==> src/rtl/ds_sample_pacer.sv <==
// ---------------------------------------------------------------------------
// ds_sample_pacer
//
// Paces a delta-sigma modulator at a fixed output rate. Incoming PCM samples
// are buffered in a small FIFO and the current sample is presented on the
// modulator's u input. The modulator enable is gated so that exactly one
// output word is taken every period_cfg_i+1 clocks. The block moves on to the
// next input sample every osr_cfg_i+1 output words.
//
// Optional feature macro: DS_PACER_UNDERRUN_MUTE_EN
//   defined     : an underrun loads 0 into mod_u_o (mute)
//   not defined : an underrun leaves mod_u_o at the last sample
//
// Ports
//   clk_i            clock, single domain
//   reset_i          synchronous active-high reset
//   run_i            pacing enable
//   period_cfg_i     output period minus one, in clocks
//   osr_cfg_i        output words per input sample minus one
//   clear_flags_i    clears the sticky underrun/late flags
//   in_valid_i       sample push request
//   in_ready_o       FIFO has space (combinational)
//   in_sample_i      sample to push
//   fifo_level_o     number of FIFO entries
//   mod_en_o         modulator enable (combinational)
//   mod_u_o          modulator input sample
//   mod_y_valid_i    modulator output is valid
//   mod_y_i          modulator output word
//   out_strobe_o     one-cycle pulse, new output word on out_y_o
//   out_y_o          registered output word
//   underrun_o       sticky: a pop found the FIFO empty
//   late_o           sticky: a tick came before the modulator was ready
// ---------------------------------------------------------------------------
module ds_sample_pacer #(
    parameter int IN_BITS     = 16,
    parameter int OUT_BITS    = 7,
    parameter int FIFO_DEPTH  = 4,
    parameter int PERIOD_BITS = 8,
    parameter int OSR_BITS    = 8
) (
    input  logic                          clk_i,
    input  logic                          reset_i,
    input  logic                          run_i,
    input  logic [PERIOD_BITS-1:0]        period_cfg_i,
    input  logic [OSR_BITS-1:0]           osr_cfg_i,
    input  logic                          clear_flags_i,
    input  logic                          in_valid_i,
    output logic                          in_ready_o,
    input  logic [IN_BITS-1:0]            in_sample_i,
    output logic [$clog2(FIFO_DEPTH):0]   fifo_level_o,
    output logic                          mod_en_o,
    output logic [IN_BITS-1:0]            mod_u_o,
    input  logic                          mod_y_valid_i,
    input  logic [OUT_BITS-1:0]           mod_y_i,
    output logic                          out_strobe_o,
    output logic [OUT_BITS-1:0]           out_y_o,
    output logic                          underrun_o,
    output logic                          late_o
);

    localparam int PTR_BITS = $clog2(FIFO_DEPTH);
    localparam int LVL_BITS = PTR_BITS + 1;

    logic [PERIOD_BITS-1:0] periodCnt_q, periodCnt_d;
    logic [OSR_BITS-1:0]    osrCnt_q, osrCnt_d;
    logic                   pending_q, pending_d;
    logic [IN_BITS-1:0]     modU_q, modU_d;
    logic [OUT_BITS-1:0]    outY_q, outY_d;
    logic                   outStrobe_q, outStrobe_d;
    logic                   underrun_q, underrun_d;
    logic                   late_q, late_d;
    logic [PTR_BITS-1:0]    rdPtr_q, rdPtr_d;
    logic [PTR_BITS-1:0]    wrPtr_q, wrPtr_d;
    logic [LVL_BITS-1:0]    fifoLevel_q, fifoLevel_d;
    logic [IN_BITS-1:0]     fifoMem_q [FIFO_DEPTH];

    logic tick;
    logic take;
    logic pop;
    logic popData;
    logic push;
    logic fifoEmpty;
    logic lateEvent;
    logic underrunEvent;

    // A full FIFO that pops this cycle still reports not-ready; the freed
    // slot becomes visible once the level register updates.
    assign in_ready_o = (fifoLevel_q != LVL_BITS'(FIFO_DEPTH));

    // The modulator free-runs until it has an output ready, then stalls
    // until that word is taken.
    assign mod_en_o = run_i && (!mod_y_valid_i || take);

    // Pacing events: tick, take, pop, and the flag-raising conditions.
    always_comb begin
        tick          = run_i && (periodCnt_q == '0);
        take          = run_i && (pending_q || tick) && mod_y_valid_i;
        pop           = take && (osrCnt_q == '0);
        fifoEmpty     = (fifoLevel_q == '0);
        popData       = pop && !fifoEmpty;
        push          = in_valid_i && in_ready_o;
        // A tick is late if the modulator is not ready, or if an earlier
        // tick is still waiting (the second one is absorbed).
        lateEvent     = tick && (!mod_y_valid_i || pending_q);
        underrunEvent = pop && fifoEmpty;
    end

    // Next-state logic for counters, pending, output word, flags and FIFO.
    always_comb begin
        periodCnt_d = periodCnt_q;
        osrCnt_d    = osrCnt_q;
        pending_d   = pending_q;
        modU_d      = modU_q;
        outY_d      = outY_q;
        outStrobe_d = take;
        underrun_d  = underrun_q;
        late_d      = late_q;
        rdPtr_d     = rdPtr_q;
        wrPtr_d     = wrPtr_q;
        fifoLevel_d = fifoLevel_q;

        // Config values are only picked up at reload, and while stopped
        // the counters sit at their reload values.
        if (!run_i || tick) begin
            periodCnt_d = period_cfg_i;
        end else begin
            periodCnt_d = periodCnt_q - 1'b1;
        end

        if (!run_i) begin
            osrCnt_d = osr_cfg_i;
        end else if (take) begin
            if (osrCnt_q == '0) begin
                osrCnt_d = osr_cfg_i;
            end else begin
                osrCnt_d = osrCnt_q - 1'b1;
            end
        end

        if (!run_i || take) begin
            pending_d = 1'b0;
        end else if (tick) begin
            pending_d = 1'b1;
        end

        if (take) begin
            outY_d = mod_y_i;
        end

        if (popData) begin
            modU_d  = fifoMem_q[rdPtr_q];
            rdPtr_d = rdPtr_q + 1'b1;
        end else if (underrunEvent) begin
`ifdef DS_PACER_UNDERRUN_MUTE_EN
            modU_d = '0;
`else
            modU_d = modU_q;
`endif
        end

        if (push) begin
            wrPtr_d = wrPtr_q + 1'b1;
        end

        case ({push, popData})
            2'b10:   fifoLevel_d = fifoLevel_q + 1'b1;
            2'b01:   fifoLevel_d = fifoLevel_q - 1'b1;
            default: fifoLevel_d = fifoLevel_q;
        endcase

        // A set event in the same cycle beats a clear request.
        if (underrunEvent) begin
            underrun_d = 1'b1;
        end else if (clear_flags_i) begin
            underrun_d = 1'b0;
        end

        if (lateEvent) begin
            late_d = 1'b1;
        end else if (clear_flags_i) begin
            late_d = 1'b0;
        end
    end

    // State registers with synchronous reset.
    always_ff @(posedge clk_i) begin
        if (reset_i) begin
            periodCnt_q <= period_cfg_i;
            osrCnt_q    <= osr_cfg_i;
            pending_q   <= 1'b0;
            modU_q      <= '0;
            outY_q      <= '0;
            outStrobe_q <= 1'b0;
            underrun_q  <= 1'b0;
            late_q      <= 1'b0;
            rdPtr_q     <= '0;
            wrPtr_q     <= '0;
            fifoLevel_q <= '0;
        end else begin
            periodCnt_q <= periodCnt_d;
            osrCnt_q    <= osrCnt_d;
            pending_q   <= pending_d;
            modU_q      <= modU_d;
            outY_q      <= outY_d;
            outStrobe_q <= outStrobe_d;
            underrun_q  <= underrun_d;
            late_q      <= late_d;
            rdPtr_q     <= rdPtr_d;
            wrPtr_q     <= wrPtr_d;
            fifoLevel_q <= fifoLevel_d;
        end
    end

    // FIFO storage; contents are don't-care once the pointers are reset.
    always_ff @(posedge clk_i) begin
        if (push) begin
            fifoMem_q[wrPtr_q] <= in_sample_i;
        end
    end

    assign fifo_level_o = fifoLevel_q;
    assign mod_u_o      = modU_q;
    assign out_strobe_o = outStrobe_q;
    assign out_y_o      = outY_q;
    assign underrun_o   = underrun_q;
    assign late_o       = late_q;

endmodule

==> config.mk <==
export PLATFORM = sky130hd
export DESIGN_NAME = ds_sample_pacer
export DESIGN_NICKNAME = d
export VERILOG_FILES = /design/src/rtl/ds_sample_pacer.sv
export SDC_FILE = /design/constraint.sdc
export NUM_CORES = 1
export LEC_CHECK = 0
export BUFFER_PORTS_ARGS = -buffer_cell sky130_fd_sc_hd__buf_2
export CORE_MARGIN = 10
export CORE_UTILIZATION = 52
export CTS_BUF_LIST = sky130_fd_sc_hd__clkbuf_2 sky130_fd_sc_hd__clkbuf_4 sky130_fd_sc_hd__clkbuf_8
export CTS_CLUSTER_SIZE = 40
export DETAILED_ROUTE_END_ITERATION = 10
export PLACE_DENSITY = 0.73
export SLEW_MARGIN = 15
export SYNTH_ARGS = -nofsm -noshare
export SYNTH_HDL_FRONTEND = slang
export SYNTH_SLANG_ARGS = --single-unit
==> constraint.sdc <==
create_clock -name clk_i -period 2.4 [get_ports clk_i]
set_input_delay 0.12 -clock clk_i [delete_from_list [all_inputs] [get_ports clk_i]]
set_output_delay 0.12 -clock clk_i [all_outputs]
set_load 0.02 [all_outputs]
==> results.py, run 1 <==
metrics = {
    "hold_path": {
        "hp-class": "in -> reg",
    },
    "layout": {
        "diodes": 0,
        "drive_gt1_share_pct": 32.4,
        "fin_util_pct": 68.5,
        "fillers": 615,
        "nNetsFinal": 531,
        "area_delta_synth_final_pct": 28.5,
    },
    "yosys": {
        "syn_area_sq_mm": 0.00465,
        "netlist.area_leader.share_pct": 46.5,
        "ys_types": 38,
        "avgSynthCellArea_sq_um": 13.4,
        "yosys.area.top_type": "edfxtp_1",
        "yosys_warnings": 0,
        "ys.flop_type": "edfxtp_1",
        "yosysSeqAreaShare_pct": 64.6,
        "synthCells": 348,
        "synth_nets": 401,
        "synth_area_leaders": "edfxtp_1 (47%), dfxtp_1 (18%), mux4_2 (7.8%)",
        "synth_edf_count": 72,
        "synth_seq_cells": 114,
        "ys_async_sr_fraction_pct": 0,
    },
    "drt": {
        "ant_nets": 0,
        "drtPass1Iterations": 4,
        "drc": 0,
        "finalWirelength_um": 10800,
        "drtIter0Drc": 191,
        "vias": 3292,
        "wl_per_cell_um": 18.0,
        "vias_per_cell": 5.50,
    },
    "sta": {
        "period_minus_slack_ns": 2.37,
        "finalSetupViolations": 0,
        "relSlewSlack_pct": 42.1,
        "period_share_pct": 98.8,
        "rsz0062_at_grt": "yes",
        "fmaxAchievable_mhz": 422,
        "maxSlewViolCount": 0,
        "timing_worst_slew_pin_value_ns": 0.868,
        "hold_violations": 0,
        "fin_skew_ns": 0.00991,
        "setup_tns_ns": 0,
        "fin_ws_ns": 0.0289,
    },
    "clocking": {
        "tritoncts": "yes",
        "cts_root_buf": "clkbuf_8",
        "clkSinkCount": 114,
        "cts_buffers": 17,
        "clkTransAtPathRegs_ns": 0.07,
        "cts_buffer_depth": 2,
        "h-tree-depth": 4,
        "clk_latency_ns": 0.41,
    },
    "placed_design": {
        "post-place-ws_ns": -0.0160,
        "io_buffers": 75,
        "hpwl_um": 6950,
        "globalplace.congestion": 0.837,
    },
    "setup_path": {
        "worstPathArrival_ns": 2.72,
        "crit_type": "reg -> reg",
        "cp_cell_sequence": "inv_2, ha_4, nor3b_4, nand4_1, nor2_2, ha_2, inv_1, fa_2, xor2_1, or3_1, a21oi_2",
        "slowest_delay_ns": 0.42,
        "cp-end-kind": "flop",
        "required_ns": 2.74,
        "crit_fanout": 3,
        "start_kind": "flop",
        "slowest_stage": "edfxtp_1",
    },
    "floorplan": {
        "rows": 34,
        "io_pins": 76,
        "dieHeight_um": 115,
        "initial_core_util_pct": 53.3,
        "die-area_sq_mm": 0.0131,
        "die_w_um": 115,
        "core_sq_mm": 0.00872,
    },
    "power": {
        "power_density_mw_per_mm2": 691,
        "p_int_w": 0.00314,
        "p_switching_w": 0.000984,
        "peakVddDrop_uv": 412,
        "pwr-share-seq_pct": 53.9,
        "power_frac_clock_pct": 38.0,
        "pwr-share-comb_pct": 8.1,
        "leakagePower_nw": 2.21,
        "swShare_pct": 23.8,
    },
    "grt": {
        "grt_pass1_vias": 3484,
        "grt_use_total_pct": 16.7,
        "antenna_found_initial": 0,
        "grt_start_max_net_pins": 36,
        "grt_pass1_wl_um": 17300,
        "grt_remaining_overflow": 0,
    },
    "status": {
        "status": "completed",
    },
    "run": {
        "max-cap-violations": 0,
    },
}
==> Yosys cell counts, types with 3 or more instances <==
cell      number
a21oi_1       43
and3_1         5
buf_2          8
clkbuf_1      12
dfxtp_1       42
edfxtp_1      72
ha_1           7
inv_1         11
mux4_2        16
nand2_1        9
nand3_1        7
nand4_1       18
nor2_1        26
o21ai_0       25
o31ai_1        3
or4_1          3
xnor2_1        9
xor2_1         4
==> critical path: cells and delay by family (launching register included) <==
kind,cells,cell delay (ns)
AND/OR/NAND/NOR,4,0.80
AO/OA/AOI/OAI,1,0.13
buffers and inverters,2,0.15
XOR/XNOR,1,0.15
flip-flops,1,0.42
adder cells (fa/ha/maj),3,0.66
==> layout make-up <==
class                   instances  area, sq um  share of cell area [%]
clock buffers                  17          234                    3.92
clock inverters                15          119                    1.99
inverters                      11         41.3                   0.691
multi-input cells             202         1540                    25.8
flip-flops and latches        114         3000                    50.3
well taps                     108          135                    2.26
repair buffers                132          898                    15.0
==> path summary, 6_finish.rpt <==
kind | start | end | slack [ns] | cells after the start
worst min-delay path | run_i | late_o$_SDFFE_PP0P_ | 0.05 | 3
worst max register to register | osrCnt_q[1]$_DFFE_PP_ | fifo_level_o[2]$_SDFFE_PP0P_ | 0.03 | 11
worst min register to register | late_o$_SDFFE_PP0P_ | late_o$_SDFFE_PP0P_ | 0.47 | 2
worst max-delay path | osrCnt_q[1]$_DFFE_PP_ | fifo_level_o[2]$_SDFFE_PP0P_ | 0.03 | 11
==> through the flow <==
| stage | cell area, sq um | hold slack, ns | instances | total power [W] |
|---|---|---|---|---|
| 2_1_floorplan | 4670 | 0.199 | 348 | 0.00242 |
| 3_3_place_gp | 5250 | 0.331 | 531 | 0.00254 |
| 3_5_place_dp | 5250 | 0.338 | 531 | 0.00255 |
| 4_1_cts | 5940 | 0.0228 | 597 | 0.00415 |
| 5_1_grt | 5970 | 0.0297 | 599 | 0.00430 |
| 6_report | 5970 | 0.0477 | 599 | 0.00413 |
==> cells in the final DEF (no fill, tap or decap), types with 5 or more instances in the layout <==
cell	instances
buf_2	75
edfxtp_1	72
a21oi_1	42
dfxtp_1	42
dlygate4sd3_1	33
nor2_1	25
o21ai_0	25
buf_4	23
nand4_1	18
clkbuf_8	17
mux4_2	16
inv_1	9
nand2_1	9
xnor2_1	9
nand3_1	7
clkinvlp_4	6
and3_1	5
ha_1	5
==> per-layer routing <==
metal / part of all wire [%] / track usage (%) / vias to the layer above
met3: 6.2 / 4.66 / 14
li1: - / - / 1574
met5: 0 / 0 / -
met4: 1.4 / 6.35 / 0
met1: 43 / 20.3 / 1609
met2: 49 / 27.4 / 95
==> timing repair <==
item	CTS	global route
resized for setup	0	5
buffers inserted	1	2
hold buffers	33	0
pin swaps	1	3
setup endpoints to repair	1	2
endpoints found under the hold margin	82	0
==> power groups by stage <==
stage	clock, W	combinational, W	sequential (W)
6_report	0.00157	0.000335	0.00223
5_1_grt	0.00169	0.000371	0.00223
4_1_cts	0.00160	0.000328	0.00222
3_5_place_dp	0	0.000282	0.00227
3_3_place_gp	0	0.000275	0.00226
2_1_floorplan	0	0.000160	0.00226
==> sequential cells by signal, indices dropped and copies added, names as in the netlist <==
name and cells:
out_strobe_o 1, underrun_o 1, fifo_level_o 3, pending_q 1, periodCnt_q 8, osrCnt_q 8
out_y_o 7, mod_u_o 16, rdPtr_q 2, late_o 1, fifoMem_q 64, wrPtr_q 2
==> cell families (layout without fill, tap and decap cells) <==
logic type | after synthesis | in the layout | share of synthesized area, %
compound gates | 77 | 77 | 8.77
xor+xnor | 13 | 13 | 2.45
fa+ha+maj | 8 | 8 | 2.31
buf+inv | 32 | 175 | 2.88
flops | 114 | 114 | 64.6
mux | 18 | 18 | 8.23
simple gates | 86 | 86 | 10.8
(Power assumes the default switching activity.)
==> run 2: changes to the inputs <==
==> constraint.sdc (replaced) <==
create_clock -name clk_i -period 2.09 [get_ports clk_i]
set_input_delay 0.1045 -clock clk_i [delete_from_list [all_inputs] [get_ports clk_i]]
set_output_delay 0.1045 -clock clk_i [all_outputs]
set_load 0.02 [all_outputs]
==> run 2 against run 1 <==
  * The flow now finishes with violations (setup timing)
  * First-iteration DRC count is 71% higher
  * Sequential share of layout area is 2.3 points lower
  * Non-clock buffer count is 22 higher
  * Utilization is 3.3 points higher
  * Clock skew is 0.0075 ns higher
  * Die area stayed put
  * Critical path type unchanged
  * Critical endpoint unchanged
  * Highest routed layer unchanged
==> results.py, run 2 (synthesis gave the netlist of run 1 again) <==
metrics = {
    "layout": {
        "largest_reg_flops": 64,
        "drive_gt1_share_pct": 37.0,
        "regMostFlops": "fifoMem_q",
        "nNetsFinal": 553,
        "multi_input_comb_area_sq_mm": 0.00160,
        "layout_common_cells": "buf_2 (75), edfxtp_1 (72), a21oi_1 (43)",
        "fillers": 573,
        "layout.cells.most_common": "buf_2",
        "diodes": 0,
        "seqCellArea_sq_mm": 0.00300,
        "area_delta_synth_final_pct": 34.6,
        "post-route-cell-area_sq_mm": 0.00626,
    },
    "setup_path": {
        "ff2ff_path_depth": 11,
        "crit_end": "fifo_level_o[2]$_SDFFE_PP0P_",
        "start_kind": "flop",
        "startpoint": "osrCnt_q[1]$_DFFE_PP_",
        "cp-end-kind": "flop",
        "rrSetupSlack_ns": -0.28,
        "crit_fanout": 2,
        "crit_type": "reg -> reg",
        "r2r-start": "osrCnt_q[1]$_DFFE_PP_",
        "slowest_stage": "edfxtp_1",
        "slowest_delay_ns": 0.41,
        "cp_cell_sequence": "inv_2, ha_4, nor3b_4, nand4_1, nor2_2, ha_2, inv_2, fa_2, xor2_1, or3_1, a21oi_1",
        "cpMostUsedCell": "inv_2",
        "reg2reg_to": "fifo_level_o[2]$_SDFFE_PP0P_",
        "worstPathArrival_ns": 2.72,
        "required_ns": 2.44,
    },
    "drt": {
        "finalWirelength_um": 11000,
        "vias": 3344,
        "wl_per_cell_um": 17.8,
        "drtPass1Iterations": 4,
        "drtIter0Drc": 327,
        "vias_per_cell": 5.38,
        "drc": 0,
        "ant_nets": 0,
    },
    "status": {
        "violations": "setup timing",
        "status": "finished with violations",
    },
    "power": {
        "peakVddDrop_uv": 542,
        "power_density_mw_per_mm2": 818,
        "leakagePower_nw": 2.36,
        "finalPower_w": 0.00512,
    },
    "grt": {
        "grt_pass1_wl_um": 17400,
        "grt_remaining_overflow": 0,
        "busiest_layer": "met2",
        "use_met1_pct": 19.9,
        "grt_pass1_vias": 3436,
        "grt_use_total_pct": 16.9,
        "met2_usage_pct": 27.6,
        "grt_start_max_net_pins": 36,
        "gr-usage-met3_pct": 6.50,
        "antenna_found_initial": 0,
    },
    "run": {
        "max-cap-violations": 0,
    },
    "placed_design": {
        "placed_area_sq_mm": 0.00533,
        "hpwl_um": 6840,
        "post-place-ws_ns": -0.322,
        "io_buffers": 75,
        "globalplace.congestion": 0.853,
    },
    "clocking": {
        "clk_latency_ns": 0.42,
        "clkSinkCount": 114,
        "cts_buffers": 17,
        "cts_buffer_depth": 2,
        "clkTransAtPathRegs_ns": 0.08,
        "cts_root_buf": "clkbuf_8",
        "tritoncts": "yes",
        "h-tree-depth": 4,
    },
    "sta": {
        "maxSlewViolCount": 0,
        "relSlewSlack_pct": 39.0,
        "fmaxAchievable_mhz": 422,
        "timing_worst_slew_pin_value_ns": 0.916,
        "rsz0062_at_grt": "yes",
        "period_minus_slack_ns": 2.37,
        "hold_violations": 0,
        "finalSetupViolations": 3,
        "period_share_pct": 113,
        "fin_ws_ns": -0.277,
        "fin_skew_ns": 0.0174,
    },
    "floorplan": {
        "dieHeight_um": 115,
        "die-area_sq_mm": 0.0131,
        "initial_core_util_pct": 53.3,
        "io_pins": 76,
        "rows": 34,
        "core_sq_mm": 0.00872,
        "die_w_um": 115,
    },
    "hold_path": {
        "hp-class": "in -> reg",
    },
}
run 2: what timing repair did:
item | CTS | global route
setup buffers | 7 | 3
endpoints found under the hold margin | 84 | 0
hold buffers | 36 | 0
pin swaps | 6 | 11
setup endpoints to repair | 2 | 17
resized for setup | 6 | 30
run 2: area by class of cell:
| cell class | count | share of cell area, % |
|---|---|---|
| well taps | 108 | 2.16 |
| clock inverters | 15 | 2.88 |
| inverters | 11 | 0.660 |
| flip-flops and latches | 114 | 48.0 |
| clock buffers | 17 | 3.74 |
| multi-input cells | 202 | 25.5 |
| repair buffers | 154 | 17.1 |
run 2: how the worst min path moves through the flow:
stage / depth (start not counted) / slack (ns) / to / start
3_3_place_gp: 1 / 0.32 / fifoMem_q[2][13]$_DFFE_PP_ / in_sample_i[13]
2_1_floorplan: 1 / 0.18 / pending_q$_SDFFE_PP0P_ / mod_y_valid_i
3_5_place_dp: 1 / 0.32 / fifoMem_q[0][6]$_DFFE_PP_ / in_sample_i[6]
4_1_cts: 3 / 0.03 / osrCnt_q[3]$_DFFE_PP_ / osr_cfg_i[3]
5_1_grt: 3 / 0.05 / osrCnt_q[3]$_DFFE_PP_ / osr_cfg_i[3]
6_report: 3 / 0.07 / osrCnt_q[5]$_DFFE_PP_ / osr_cfg_i[5]
run 2: metal layers:
metal | routed length [um] | up-vias
met5 | 0 | -
met3 | 921 | 8
met4 | 54 | 0
li1 | - | 1625
met1 | 4450 | 1585
met2 | 5620 | 126
run 2: through the flow:
| step | hold slack (ns) | util [%] | std cells | TNS (ns) |
|---|---|---|---|---|
| after floorplan | 0.184 | - | 348 | -0.586 |
| after global placement | 0.317 | 61.1 | 543 | -0.199 |
| after detailed placement | 0.321 | 61.1 | 543 | -0.502 |
| after global routing | 0.0488 | 71.8 | 621 | -0.879 |
| final | 0.0681 | 71.8 | 621 | -0.605 |
| after CTS | 0.0261 | 70.8 | 618 | -0.308 |
run 2: critical path: cells and delay by family (launching register included):
| kind | cells | cell delay (ns) |
|---|---|---|
| adder cells (fa/ha/maj) | 3 | 0.65 |
| flip-flops | 1 | 0.41 |
| XOR/XNOR | 1 | 0.16 |
| AND/OR/NAND/NOR | 4 | 0.81 |
| AO/OA/AOI/OAI | 1 | 0.13 |
| buffers and inverters | 2 | 0.14 |
run 2: report_power, final:
part	switching [W]	internal [W]
Combinational	0.000217	0.000224
Sequential	0.0000496	0.00250
Clock	0.000947	0.00119
Total	0.00121	0.00391
==> run 3: changes to the inputs <==
--- a/config.mk
+++ b/config.mk
@@ -9,9 +9,9 @@
 export CORE_MARGIN = 10
 export CORE_UTILIZATION = 52
 export CTS_BUF_LIST = sky130_fd_sc_hd__clkbuf_2 sky130_fd_sc_hd__clkbuf_4 sky130_fd_sc_hd__clkbuf_8
-export CTS_CLUSTER_SIZE = 40
 export DETAILED_ROUTE_END_ITERATION = 10
 export PLACE_DENSITY = 0.73
+export SKIP_CTS_REPAIR_TIMING = 1
 export SLEW_MARGIN = 15
 export SYNTH_ARGS = -nofsm -noshare
 export SYNTH_HDL_FRONTEND = slang
==> run 3 against run 2 <==
  * The flow still finishes with violations (setup timing)
  * Power down 0.23%
  * Maximum frequency up 2.6%
  * Wire length down 2.5%
  * Highest routed layer unchanged
  * Setup slack better by 0.060 ns
  * Flip-flop and latch count unchanged
  * First-iteration DRC count down 3.4%
  * Hold slack worse by 0.058 ns
==> results.py, run 3 (synthesis gave the netlist of run 1 again) <==
metrics = {
    "grt": {
        "gr-usage-met3_pct": 5.87,
        "use_met1_pct": 19.1,
        "grt_remaining_overflow": 0,
        "met2_usage_pct": 25.0,
        "grt_use_total_pct": 15.8,
        "antenna_found_initial": 0,
        "grt_pass1_wl_um": 16300,
        "busiest_layer": "met2",
        "grt_pass1_vias": 3240,
        "grt_start_max_net_pins": 36,
    },
    "clocking": {
        "clk_latency_ns": 0.43,
        "h-tree-depth": 4,
        "tritoncts": "yes",
        "clkTransAtPathRegs_ns": 0.08,
        "cts_root_buf": "clkbuf_8",
        "clkSinkCount": 114,
        "cts_buffers": 17,
        "cts_buffer_depth": 2,
    },
    "placed_design": {
        "hpwl_um": 6840,
        "io_buffers": 75,
        "placed_area_sq_mm": 0.00533,
        "globalplace.congestion": 0.853,
    },
    "floorplan": {
        "rows": 34,
        "dieHeight_um": 115,
        "die-area_sq_mm": 0.0131,
        "initial_core_util_pct": 53.3,
        "die_w_um": 115,
        "core_sq_mm": 0.00872,
        "io_pins": 76,
    },
    "layout": {
        "diodes": 0,
        "largest_reg_flops": 64,
        "post-route-cell-area_sq_mm": 0.00612,
        "area_delta_synth_final_pct": 31.7,
        "nNetsFinal": 544,
        "fin_util_pct": 70.2,
        "layout.cells.most_common": "buf_2",
        "regMostFlops": "fifoMem_q",
        "drive_gt1_share_pct": 34.5,
        "layout_common_cells": "buf_2 (75), edfxtp_1 (72), a21oi_1 (43)",
    },
    "power": {
        "pwr-share-seq_pct": 49.8,
        "p_int_w": 0.00390,
        "power_density_mw_per_mm2": 834,
        "leakagePower_nw": 2.30,
        "pwr-share-comb_pct": 8.3,
        "power_frac_clock_pct": 41.9,
        "swShare_pct": 23.7,
        "p_switching_w": 0.00121,
        "finalPower_w": 0.00511,
        "peakVddDrop_uv": 541,
    },
    "status": {
        "status": "finished with violations",
        "violations": "setup timing",
    },
    "sta": {
        "hold_violations": 0,
        "period_share_pct": 110,
        "relSlewSlack_pct": 39.5,
        "fmaxAchievable_mhz": 433,
        "timing_worst_slew_pin_value_ns": 0.907,
        "rsz0062_at_grt": "yes",
        "finalSetupViolations": 2,
        "whs_ns": 0.0103,
        "period_minus_slack_ns": 2.31,
        "fin_ws_ns": -0.217,
        "maxSlewViolCount": 0,
        "fin_skew_ns": 0.0177,
    },
    "setup_path": {
        "start_kind": "flop",
        "slowest_stage": "edfxtp_1",
        "slowest_delay_ns": 0.41,
        "crit_fanout": 2,
        "crit_type": "reg -> reg",
        "cp_cell_sequence": "inv_2, ha_4, nor3b_4, nand4_1, nor2_2, ha_2, inv_2, fa_2, xor2_1, or3_1, a21oi_1",
        "cpMostUsedCell": "inv_2",
        "ff2ff_path_depth": 11,
        "cp-end-kind": "flop",
        "required_ns": 2.46,
        "worstPathArrival_ns": 2.67,
    },
    "drt": {
        "vias_per_cell": 5.48,
        "vias": 3354,
        "finalWirelength_um": 10800,
        "drtPass1Iterations": 4,
        "ant_nets": 0,
        "drc": 0,
        "drtIter0Drc": 316,
        "wl_per_cell_um": 17.6,
    },
    "hold_path": {
        "hp-class": "in -> reg",
        "hold_depth": 3,
    },
    "run": {
        "max-cap-violations": 0,
    },
}
## run 3: metrics by stage
stage,setup TNS [ns],cells,setup WS [ns]
final,-0.269,612,-0.217
after global routing,-0.491,612,-0.282
after CTS,-0.496,575,-0.327
after detailed placement,-0.502,543,-0.322
after global placement,-0.199,543,-0.168
after floorplan,-0.586,348,-0.358
## run 3: metal layers
layer	vias to the layer above	wire [um]
met3	12	916
met4	0	74
met2	130	5380
met5	-	0
met1	1609	4400
li1	1603	-
## run 3: power by group through the flow
stage	sequential [W]	clock, W	combinational [W]
floorplan	0.00260	0	0.000183
global placement	0.00259	0	0.000348
detailed placement	0.00260	0	0.000361
CTS	0.00255	0.00217	0.000363
global route	0.00256	0.00227	0.000465
finish	0.00255	0.00214	0.000422
## run 3: critical path, delay by kind of cell (launching register included)
kind / cells / cell delay (ns)
xor gates and xnor gates: 1 / 0.15
AOI/OAI and AO/OA: 1 / 0.13
and+or+nand+nor: 4 / 0.77
adders and majority gates: 3 / 0.64
DFF: 1 / 0.41
buffers and inverters: 2 / 0.14
## run 3: layout make-up
class                      instances  area, sq um
sequential                       114         3000
fill                             604         2600
multi-input combinational        202         1550
timing repair buffer             145          986
clock buffer                      17          234
clock inverter                    15          180
tap                              108          135
inverter                          11         41.3
## run 3: worst paths after layout
| kind | end | start | slack, ns |
|---|---|---|---|
| max | fifo_level_o[2]$_SDFFE_PP0P_ | osrCnt_q[0]$_DFFE_PP_ | -0.22 |
| min | osrCnt_q[2]$_DFFE_PP_ | osr_cfg_i[2] | 0.01 |
| max reg2reg | fifo_level_o[2]$_SDFFE_PP0P_ | osrCnt_q[0]$_DFFE_PP_ | -0.22 |
| min reg2reg | out_y_o[4]$_SDFFE_PP0P_ | out_y_o[4]$_SDFFE_PP0P_ | 0.47 |
